File: config.mk
export PLATFORM = sky130hd
export DESIGN_NAME = repeat_fifo_flat
export DESIGN_NICKNAME = d
export VERILOG_FILES = /design/src/rtl/repeat_fifo_pkg.sv /design/src/rtl/repeat_fifo_if.sv /design/src/rtl/repeat_fifo_ptr_ctrl.sv /design/src/rtl/repeat_fifo.sv /design/src/flat_wrapper.sv
export SDC_FILE = /design/constraint.sdc
export NUM_CORES = 2
export LEC_CHECK = 0
export CORE_UTILIZATION = 62
export DETAILED_ROUTE_END_ITERATION = 8
export PLACE_DENSITY = 0.79
export SLEW_MARGIN = 20
export SYNTH_ARGS = -nofsm -noshare
export SYNTH_HDL_FRONTEND = slang
export SYNTH_SLANG_ARGS = --single-unit
export TNS_END_PERCENT = 20
File: constraint.sdc
create_clock -name clk -period 12.7 [get_ports clk]
set_input_delay 1.905 -clock clk [delete_from_list [all_inputs] [get_ports clk]]
set_output_delay 1.905 -clock clk [all_outputs]
set_load 0.02 [all_outputs]
File: src/rtl/repeat_fifo_pkg.sv
// repeat_fifo_pkg
//   Shared packing definitions for repeat-count event entries. The event
//   generator, the neuron pipeline and repeat_fifo all import this package.
//   That way every block agrees on where the repeat count lives inside a word.
//   Contents:
//     DEF_ADDR_LEN / DEF_DATA_WIDTH / DEF_COUNT_WIDTH : default geometry
//     COUNT_LSB                                       : count field position
//     count_field()                                   : count extraction helper
package repeat_fifo_pkg;

  localparam int DEF_ADDR_LEN    = 5;
  localparam int DEF_DATA_WIDTH  = 32;
  localparam int DEF_COUNT_WIDTH = 16;
  localparam int COUNT_LSB       = 0;

  // Widest entry the helper accepts; callers zero-extend into it.
  localparam int MAX_DATA_WIDTH  = 64;

  // Returns the repeat count of an entry, right-aligned and zero-extended.
  // Callers cast the result down to their own COUNT_WIDTH.
  function automatic logic [MAX_DATA_WIDTH-1:0] count_field(
    input logic [MAX_DATA_WIDTH-1:0] entry,
    input int unsigned               count_width
  );
    logic [MAX_DATA_WIDTH-1:0] mask;
    mask = (64'd1 << count_width) - 64'd1;
    return (entry >> COUNT_LSB) & mask;
  endfunction

endpackage

File: src/rtl/repeat_fifo_if.sv
// repeat_fifo_if
//   Groups the repeat_fifo request and status signals into one bundle.
//   master : producer/consumer side. Drives enqueue, dequeue, drop and
//            data_in, and observes the status outputs.
//   slave  : the repeat_fifo itself.
//   Signals: enqueue, dequeue, drop, data_in[DATA_WIDTH], data_out[DATA_WIDTH],
//            last, full, empty, almost_full, level[ADDR_LEN+1], overflow,
//            underflow.
interface repeat_fifo_if
  import repeat_fifo_pkg::*;
#(
  parameter int ADDR_LEN   = DEF_ADDR_LEN,
  parameter int DATA_WIDTH = DEF_DATA_WIDTH
);

  logic                  enqueue;
  logic                  dequeue;
  logic                  drop;
  logic [DATA_WIDTH-1:0] data_in;
  logic [DATA_WIDTH-1:0] data_out;
  logic                  last;
  logic                  full;
  logic                  empty;
  logic                  almost_full;
  logic [ADDR_LEN:0]     level;
  logic                  overflow;
  logic                  underflow;

  modport master (
    output enqueue, dequeue, drop, data_in,
    input  data_out, last, full, empty, almost_full, level, overflow, underflow
  );

  modport slave (
    input  enqueue, dequeue, drop, data_in,
    output data_out, last, full, empty, almost_full, level, overflow, underflow
  );

endinterface

File: src/rtl/repeat_fifo_ptr_ctrl.sv
// fifo_ptr_ctrl
//   Pointer and occupancy bookkeeping for repeat_fifo.
//   This block decides whether a request is accepted or retires an entry.
//   It also keeps the sticky error flags.
//   Inputs : clk, reset (sync, active-high), enqueue, dequeue, drop,
//            head_last (head remaining count <= 1)
//   Outputs: head_ptr, tail_ptr, level, full, empty, almost_full,
//            overflow, underflow,
//            accept (write data_in at tail_ptr),
//            decrement (rewrite head entry with count-1)
module fifo_ptr_ctrl #(
  parameter int ADDR_LEN = 5,
  parameter int MAX_SIZE = 1 << ADDR_LEN,
  parameter int AF_LEVEL = MAX_SIZE - 4
) (
  input  logic              clk,
  input  logic              reset,
  input  logic              enqueue,
  input  logic              dequeue,
  input  logic              drop,
  input  logic              head_last,
  output logic [ADDR_LEN-1:0] head_ptr,
  output logic [ADDR_LEN-1:0] tail_ptr,
  output logic [ADDR_LEN:0] level,
  output logic              full,
  output logic              empty,
  output logic              almost_full,
  output logic              overflow,
  output logic              underflow,
  output logic              accept,
  output logic              decrement
);

  localparam int LW = ADDR_LEN + 1;
  localparam logic [LW-1:0] MAX_LEVEL = LW'(MAX_SIZE);
  localparam logic [LW-1:0] AF_THRESH = LW'(AF_LEVEL);

  logic [ADDR_LEN-1:0] head_q, head_d;
  logic [ADDR_LEN-1:0] tail_q, tail_d;
  logic [LW-1:0]       level_q, level_d;
  logic                overflow_q, overflow_d;
  logic                underflow_q, underflow_d;
  logic                retire_s;
  logic                pop_ok_s;

  // Status decode, request qualification and next-state computation.
  always_comb begin
    full        = (level_q == MAX_LEVEL);
    empty       = (level_q == {LW{1'b0}});
    almost_full = (level_q >= AF_THRESH);

    // Full is judged on the pre-edge level, so a same-cycle retire never
    // makes room for the incoming entry.
    accept   = enqueue & ~full;
    pop_ok_s = ~empty;

    // Drop outranks dequeue. A dequeue retires only on the final repeat.
    if (pop_ok_s && drop) begin
      retire_s = 1'b1;
    end else if (pop_ok_s && dequeue && head_last) begin
      retire_s = 1'b1;
    end else begin
      retire_s = 1'b0;
    end

    decrement = pop_ok_s & dequeue & ~drop;

    if (retire_s) begin
      head_d = head_q + ADDR_LEN'(1);
    end else begin
      head_d = head_q;
    end

    if (accept) begin
      tail_d = tail_q + ADDR_LEN'(1);
    end else begin
      tail_d = tail_q;
    end

    // Both terms apply together, so accept+retire in one cycle nets to zero.
    level_d     = level_q + LW'(accept) - LW'(retire_s);
    overflow_d  = overflow_q | (enqueue & full);
    underflow_d = underflow_q | ((dequeue | drop) & empty);

    head_ptr  = head_q;
    tail_ptr  = tail_q;
    level     = level_q;
    overflow  = overflow_q;
    underflow = underflow_q;
  end

  // Pointer, level and sticky flag registers with synchronous reset.
  always_ff @(posedge clk) begin
    if (reset) begin
      head_q      <= {ADDR_LEN{1'b0}};
      tail_q      <= {ADDR_LEN{1'b0}};
      level_q     <= {LW{1'b0}};
      overflow_q  <= 1'b0;
      underflow_q <= 1'b0;
    end else begin
      head_q      <= head_d;
      tail_q      <= tail_d;
      level_q     <= level_d;
      overflow_q  <= overflow_d;
      underflow_q <= underflow_d;
    end
  end

endmodule

File: src/rtl/repeat_fifo.sv
// repeat_fifo
//   Event queue in which each entry is delivered a number of times before it
//   retires. The number of deliveries is the entry's low COUNT_WIDTH bits.
//   A zero count is stored as 1. drop retires the head immediately.
//   Ports: clk, reset (sync, active-high), bus (repeat_fifo_if.slave)
//     bus.data_out    : head entry with its remaining count (0 when empty)
//     bus.last        : the next dequeue retires the head
//     bus.level       : occupancy; full/empty/almost_full decode it
//     bus.overflow    : sticky flag, set by an enqueue while full
//     bus.underflow   : sticky flag, set by a dequeue or drop while empty
module repeat_fifo
  import repeat_fifo_pkg::*;
#(
  parameter int ADDR_LEN    = DEF_ADDR_LEN,
  parameter int DATA_WIDTH  = DEF_DATA_WIDTH,
  parameter int COUNT_WIDTH = DEF_COUNT_WIDTH,
  parameter int MAX_SIZE    = 1 << ADDR_LEN,
  parameter int AF_LEVEL    = MAX_SIZE - 4
) (
  input  logic          clk,
  input  logic          reset,
  repeat_fifo_if.slave  bus
);

  logic [DATA_WIDTH-1:0]  mem_q [MAX_SIZE];

  logic [ADDR_LEN-1:0]    head_ptr_s;
  logic [ADDR_LEN-1:0]    tail_ptr_s;
  logic                   accept_s;
  logic                   decrement_s;
  logic                   empty_s;
  logic                   head_last_s;
  logic [DATA_WIDTH-1:0]  head_entry_s;
  logic [COUNT_WIDTH-1:0] head_count_s;
  logic [COUNT_WIDTH-1:0] in_count_s;
  logic                   wr_en_d;
  logic [DATA_WIDTH-1:0]  wr_data_d;
  logic                   dec_en_d;
  logic [DATA_WIDTH-1:0]  dec_data_d;

  fifo_ptr_ctrl #(
    .ADDR_LEN (ADDR_LEN),
    .MAX_SIZE (MAX_SIZE),
    .AF_LEVEL (AF_LEVEL)
  ) u_ptr_ctrl (
    .clk         (clk),
    .reset       (reset),
    .enqueue     (bus.enqueue),
    .dequeue     (bus.dequeue),
    .drop        (bus.drop),
    .head_last   (head_last_s),
    .head_ptr    (head_ptr_s),
    .tail_ptr    (tail_ptr_s),
    .level       (bus.level),
    .full        (bus.full),
    .empty       (empty_s),
    .almost_full (bus.almost_full),
    .overflow    (bus.overflow),
    .underflow   (bus.underflow),
    .accept      (accept_s),
    .decrement   (decrement_s)
  );

  // Head view, stored-entry normalisation and count decrement.
  always_comb begin
    head_entry_s = mem_q[head_ptr_s];
    head_count_s = COUNT_WIDTH'(count_field(MAX_DATA_WIDTH'(head_entry_s), COUNT_WIDTH));
    in_count_s   = COUNT_WIDTH'(count_field(MAX_DATA_WIDTH'(bus.data_in), COUNT_WIDTH));

    // Stale memory is hidden while empty.
    if (empty_s) begin
      bus.data_out = {DATA_WIDTH{1'b0}};
      head_last_s  = 1'b0;
    end else begin
      bus.data_out = head_entry_s;
      head_last_s  = (head_count_s <= COUNT_WIDTH'(1));
    end
    bus.last  = head_last_s;
    bus.empty = empty_s;

    // A zero count would never be delivered, so it is promoted to one.
    wr_data_d = bus.data_in;
    if (in_count_s == {COUNT_WIDTH{1'b0}}) begin
      wr_data_d[COUNT_WIDTH-1:0] = COUNT_WIDTH'(1);
    end else begin
      wr_data_d[COUNT_WIDTH-1:0] = in_count_s;
    end

    // The payload is kept and only the count field is rewritten. Writing
    // a retiring slot is harmless because that slot is free afterwards.
    dec_data_d                  = head_entry_s;
    dec_data_d[COUNT_WIDTH-1:0] = head_count_s - COUNT_WIDTH'(1);

    // Reset abandons any write requested in the same cycle.
    wr_en_d  = accept_s & ~reset;
    dec_en_d = decrement_s & ~reset;
  end

  // Storage array. There is no reset, so contents survive reset.
  // Head and tail writes never collide: head==tail only when the FIFO is
  // empty, which blocks the decrement, or full, which blocks the enqueue.
  always_ff @(posedge clk) begin
    if (wr_en_d) begin
      mem_q[tail_ptr_s] <= wr_data_d;
    end
    if (dec_en_d) begin
      mem_q[head_ptr_s] <= dec_data_d;
    end
  end

endmodule
File: src/flat_wrapper.sv
// flat-port wrapper written by rule: the top's interface ports become plain ports
module repeat_fifo_flat import repeat_fifo_pkg::*;
#(
  parameter int ADDR_LEN    = DEF_ADDR_LEN,
  parameter int DATA_WIDTH  = DEF_DATA_WIDTH,
  parameter int COUNT_WIDTH = DEF_COUNT_WIDTH,
  parameter int MAX_SIZE    = 1 << ADDR_LEN,
  parameter int AF_LEVEL    = MAX_SIZE - 4
)
  (clk, reset, bus_enqueue, bus_dequeue, bus_drop, bus_data_in, bus_data_out, bus_last, bus_full, bus_empty, bus_almost_full, bus_level, bus_overflow, bus_underflow);
  repeat_fifo_if #(.ADDR_LEN(ADDR_LEN), .DATA_WIDTH(DATA_WIDTH)) bus_i ();
  input  logic clk;
  input  logic reset;
  input wire logic [$bits(bus_i.enqueue)-1:0] bus_enqueue;
  input wire logic [$bits(bus_i.dequeue)-1:0] bus_dequeue;
  input wire logic [$bits(bus_i.drop)-1:0] bus_drop;
  input wire logic [$bits(bus_i.data_in)-1:0] bus_data_in;
  output wire logic [$bits(bus_i.data_out)-1:0] bus_data_out;
  output wire logic [$bits(bus_i.last)-1:0] bus_last;
  output wire logic [$bits(bus_i.full)-1:0] bus_full;
  output wire logic [$bits(bus_i.empty)-1:0] bus_empty;
  output wire logic [$bits(bus_i.almost_full)-1:0] bus_almost_full;
  output wire logic [$bits(bus_i.level)-1:0] bus_level;
  output wire logic [$bits(bus_i.overflow)-1:0] bus_overflow;
  output wire logic [$bits(bus_i.underflow)-1:0] bus_underflow;
  assign bus_i.enqueue = bus_enqueue;
  assign bus_i.dequeue = bus_dequeue;
  assign bus_i.drop = bus_drop;
  assign bus_i.data_in = bus_data_in;
  assign bus_data_out = bus_i.data_out;
  assign bus_last = bus_i.last;
  assign bus_full = bus_i.full;
  assign bus_empty = bus_i.empty;
  assign bus_almost_full = bus_i.almost_full;
  assign bus_level = bus_i.level;
  assign bus_overflow = bus_i.overflow;
  assign bus_underflow = bus_i.underflow;
  repeat_fifo #(.ADDR_LEN(ADDR_LEN), .DATA_WIDTH(DATA_WIDTH), .COUNT_WIDTH(COUNT_WIDTH), .MAX_SIZE(MAX_SIZE), .AF_LEVEL(AF_LEVEL)) u_core (.clk(clk), .reset(reset), .bus(bus_i));
endmodule
=== Yosys cells after proc, flatten, opt, wreduce, memory -nomap -nowiden ===
Memory sizes are Yosys's and may differ from the RTL's. A register that Yosys moved wholly into a read port is not among the register bits.
Cells that the tools add are included.

* Bits of input ports: 37
* Memories kept: 1
* Register bits: 18
* RAM bits: 1024

* Bitwise gates (word level): 14
* Multiplexer cells: 11
* Reduce and logical (&&, ||, !) cells: 5
* Add/sub/neg operators: 5
* $lt $le $gt $ge: 2
* Eq/ne operators: 1

{| class="wikitable"
|+ Memory list
! memory !! words !! width !! rd ports !! clocked after Yosys merged registers in !! wr ports !! line !! text
|-
| u_core.mem_q || 32 || 32 || 1 || 1 || 2 || repeat_fifo.sv:25 || <nowiki>logic [DATA_WIDTH-1:0] mem_q [MAX_SIZE];</nowiki>
|}

{| class="wikitable"
|+ Operator list
! kind !! number
|-
| $mux W32 || 1
|-
| $le A16 B1 Y1 const B || 1
|-
| $logic_not A16 Y1 || 1
|-
| $mux W16 || 1
|-
| $sub A16 B1 Y16 const B || 1
|-
| $add A5 B1 Y5 const B || 2
|-
| $mux W5 || 2
|-
| $and A1 B1 Y1 || 7
|-
| $mux W1 || 7
|-
| $add A6 B1 Y6 || 1
|-
| $eq A6 B6 Y1 const B || 1
|-
| $ge A6 B5 Y1 const B || 1
|-
| $logic_not A6 Y1 || 1
|-
| $sub A6 B1 Y6 || 1
|-
| $not A1 Y1 || 4
|-
| $logic_and A1 B1 Y1 || 3
|-
| $or A1 B1 Y1 || 3
|}

=== Depth between registers and ports, before layout ===
* Depth in word-level cells: 8
* Mapped depth: 25
* Depth with buffers taken out: 19

=== By module ===
From an unflattened synthesis, not the netlist that was laid out.

* Cells, all modules: 4927
* Area, all modules: 54033.1 sq um

{| class="wikitable"
|+ Modules (own cells, without submodules)
! module !! area each (sq um) !! cells an instance !! instances
|-
| repeat_fifo || 52992.1 || 4814 || 1
|-
| fifo_ptr_ctrl || 1041.0 || 113 || 1
|}

=== Worst setup path before layout ===
OpenSTA, ideal clock, no wires.

* Path kind: input -> register
* Start: input port bus_enqueue
* End: memory u_core.mem_q[10][0] (netlist bit) (enable)
* Path buffers: 0
* Cell stages on the path: 5
* Arrival time: 4.950 ns
* Setup time: 0.466 ns
* Setup slack: 7.284 ns
* Cell sequence: nor2b_1 inv_1 nor3_1 nand3b_1 o21ai_0

{| class="wikitable"
|+ RTL lines
! item !! line !! text
|-
| start: declaration || flat_wrapper.sv:14 || <nowiki>input wire logic [$bits(bus_i.enqueue)-1:0] bus_enqueue;</nowiki>
|-
| end: declaration || repeat_fifo.sv:25 ||
|}

==> results.md <==
* WL/cell at 31.82 um
* Max incr delay on CP at approximately 1000 ps
* Vias in the first global route at ~35000
* Arr. time, crit path at about 6000 ps
* Unrepaired setup endpoints after global routing: no
* Dpl ws at 5632 ps
* Peak VDD IR at 144.8 uV
* Worst-path clk slew at roughly 60 ps
* Num CTS Buffers at about 100
* Post-synthesis net count at between 4000 and 5000
* DP Area at 54190 um^2
* H-tree depth at 3
* Yosys reg bits at 1047
* Final HPWL DP at ~80000 um
* Via density at slightly above 7
* Max Slew Vio Count at 0
* # IOs at 81
* Routed wl met3 at 28230 um
* Postcts setup bufs at 0
* Syn Inst Count at slightly above 4000
* Slew @ Worst Pin at 1107 ps
* Clk buf depth at 3
* Multi-input logic area at slightly below 20000 um^2
* HP Class: reg -> reg
* Clock root cell: clkbuf_16
* Ys Warns at 0
* Wl on met1 at 54830 um
* Setup TNS at 0 ps
* WL met2 at just over 70000 um
* Tcrit/Tclk final at 62.33%
* ANT nets after route at 0
* Post-synth ARST share at 0%
* Clk_skew at 28.74 ps
* P_leak at ~0.02 uW
* Crit. End Element: output port
* Number of max-cap violations at 0
* PwrDens at between 150 and 200 nW/um^2
* Slew headroom at between 20% and 30%
* Unique cell type count in the Yosys netlist at between 50 and 60
* CTS tree: yes
* Setup violators final at 0
* Initial antenna violation count at 5
* Fill cells at approximately 5600
* Final worst slack at 4784 ps
* Run status: finished, final reports clean
* Port-buffer cells at 80
* Worst R2R Setup Slack at slightly above 6000 ps
* Total GRT Usage at between 30% and 40%
* Global-route wire length before repair at 234500 um
* Top Metal Used: met5
* Clock latency at the later pin of the worst-skew pair at roughly 680 ps
* Core area at 83820 um^2
* Fmax at around 130 MHz
* Mapped cell area at approximately 53000 um^2
* Seq/Total Area, Yosys at between 50% and 60%
* Crit path launch type: register
* Final Wtd Congestion at 0.8409
* Die area at 85910 um^2
* DR pass1 iterations at 7
* CP Max Fanout at approximately 140
* Post-cts resize count at 0
* Die span in y at approximately 300 um
* Required @ worst endpoint at between 10000 and 15000 ps
* Mean cell area of the mapped netlist at roughly 13 um^2
* Cells along the critical path: buf_12 > mux4_1 > mux4_2 > mux2i_1 > ha_1 > o211ai_1 > nor4_4 > nor2b_1 > clkdlybuf4s50_1
* Largest net degree at the start of global routing at about 140
* Final hold viol count at 0
* Floorplan row count at approximately 110
* Final period demand of the worst path at 7916 ps
* Gr ovfl total at 0
* DRC Markers at 0
* Hold_buf cts at 0
* Die width at between 200 and 300 um
* DRT Wirelength at 164200 um
* Fin area at between 50000 and 60000 um^2
* Layout cells sized above 1 at between 20% and 30%
* Total number of vias at between 30000 and 40000
* Critical path class: reg -> out
* Final design utilization at around two thirds
* Crit-path slowest cell: dfxtp_4
* Register area at 31220 um^2
* Initial DRC count at between 6000 and 7000
* Crit-path leading delay family: buffers and inverters
* Initial Util at 62.68%
* # clock sinks at around 1000
* Synth-to-layout area growth at 9.395%
* Bufs and invs on worst path at 2
* Fin nets at between 3000 and 4000
* Post-synth EDFFs at 1024
* Synth Flop Type: edfxtp_1
-- report_power, final --
| group | switching (uW) | internal, uW |
|---|---|---|
| Clock | 1330 | 1730 |
| Combinational | 1450 | 902 |
| Sequential | 65.7 | 3860 |
-- final cells by class --
| class | count | area share (%) |
|---|---|---|
| inverter | 21 | 0.1372 |
| sequential | 1047 | 54.33 |
| multi-input combinational | 2565 | 34.39 |
| clock buffer | 123 | 4.687 |
| timing repair buffer | 202 | 2.900 |
| clock inverter | 66 | 1.084 |
| antenna | 2 | 0.008708 |
| tap | 1134 | 2.469 |
-- Yosys cell counts, types with 2 or more instances --
library cell / count / area share, %
buf_6: 5 / 0.11
o21ai_0: 683 / 6.5
ha_1: 21 / 0.50
mux2i_1: 164 / 3.1
and3_1: 3 / 0.036
a21oi_1: 38 / 0.36
buf_1: 26 / 0.19
nor2b_1: 16 / 0.19
mux2_2: 327 / 7.0
mux4_1: 10 / 0.50
nor3_1: 7 / 0.067
and4_1: 2 / 0.033
clkbuf_1: 370 / 2.6
a31oi_1: 4 / 0.048
xor2_1: 6 / 0.10
buf_12: 4 / 0.15
nand2b_1: 5 / 0.060
buf_4: 7 / 0.10
nand4_1: 22 / 0.26
nand2_1: 771 / 5.5
a211oi_1: 5 / 0.071
dfxtp_1: 23 / 0.88
o211ai_1: 5 / 0.071
nor4_1: 4 / 0.048
and3b_1: 2 / 0.033
mux4_2: 212 / 9.1
a21o_1: 2 / 0.029
mux2i_4: 2 / 0.086
nor2_1: 79 / 0.56
a22oi_1: 69 / 0.99
edfxtp_1: 1024 / 59
and2_1: 18 / 0.21
nand3b_1: 3 / 0.043
nor4_4: 3 / 0.12
buf_2: 57 / 0.54
nor3b_1: 9 / 0.13
nand3_1: 44 / 0.42
xnor2_1: 15 / 0.25
inv_1: 21 / 0.15
-- placed cells by master, fill, tap and decap left out, types with 8 or more instances in the layout --
cell type	instances
mux2_2	327
a21oi_1	38
nand2_1	715
buf_4	120
edfxtp_1	1024
a22oi_1	69
nand2_2	56
inv_1	21
nand3_1	44
clkbuf_16	104
and2_1	18
dfxtp_1	18
nor3b_1	9
o21ai_4	8
clkinv_2	24
clkbuf_1	17
buf_2	15
clkdlybuf4s50_1	65
mux2i_2	16
nor2b_1	14
clkinv_1	20
ha_1	21
mux4_2	212
nand4_1	22
mux2i_1	148
mux4_1	10
o21ai_0	675
bufinv_16	11
nor2_1	79
-- logic make-up after synthesis --
kind of cell | count (synthesis) | share of synthesized area, %
adder cells (fa/ha/maj) | 22 | 0.5382
XOR/XNOR | 21 | 0.3501
buffers and inverters | 490 | 3.882
AO/OA/AOI/OAI | 813 | 8.185
AND/OR/NAND/NOR | 994 | 7.833
flip-flops | 1047 | 59.40
multiplexers | 715 | 19.81
-- worst min-delay path, stage by stage, from the launching register on --
cell,delay (ps)
dfxtp_1,310
inv_1,50
a21oi_1,50
-- per-layer routing --
metal | track usage (%) | vias to the layer above
li1 | - | 14930
met1 | 53.19 | 17670
met2 | 56.09 | 3345
met3 | 10.63 | 619
met4 | 18.82 | 6
met5 | 0.3971 | -
-- registers in the layout (all words and copies together), names as in the netlist, named ones only --
name / flops
u_core.mem_q: 1024
u_core.u_ptr_ctrl.head_ptr: 5
u_core.u_ptr_ctrl.level: 6
u_core.u_ptr_ctrl.overflow: 1
u_core.u_ptr_ctrl.tail_ptr: 5
u_core.u_ptr_ctrl.underflow: 1
-- through the flow --
step                power (uW)  hold WS (ps)  cells
detailed placement        6279         446.2   4969
finish                    9340         451.6   5160
global placement          6231         445.2   4969
global route              9594         490.2   5159
floorplan                 5557         481.7   4102
CTS                       9274         457.3   5158
-- final timing paths --
| kind | start | endpoint | cells after the start |
|---|---|---|---|
| max | register | bus_last | 9 |
| min | u_core.u_ptr_ctrl.underflow | u_core.u_ptr_ctrl.underflow | 2 |
| max reg2reg | register | u_core.u_ptr_ctrl.level[4] | 21 |
| min reg2reg | u_core.u_ptr_ctrl.underflow | u_core.u_ptr_ctrl.underflow | 2 |
Note: power is estimated with default switching activity, not from simulation.
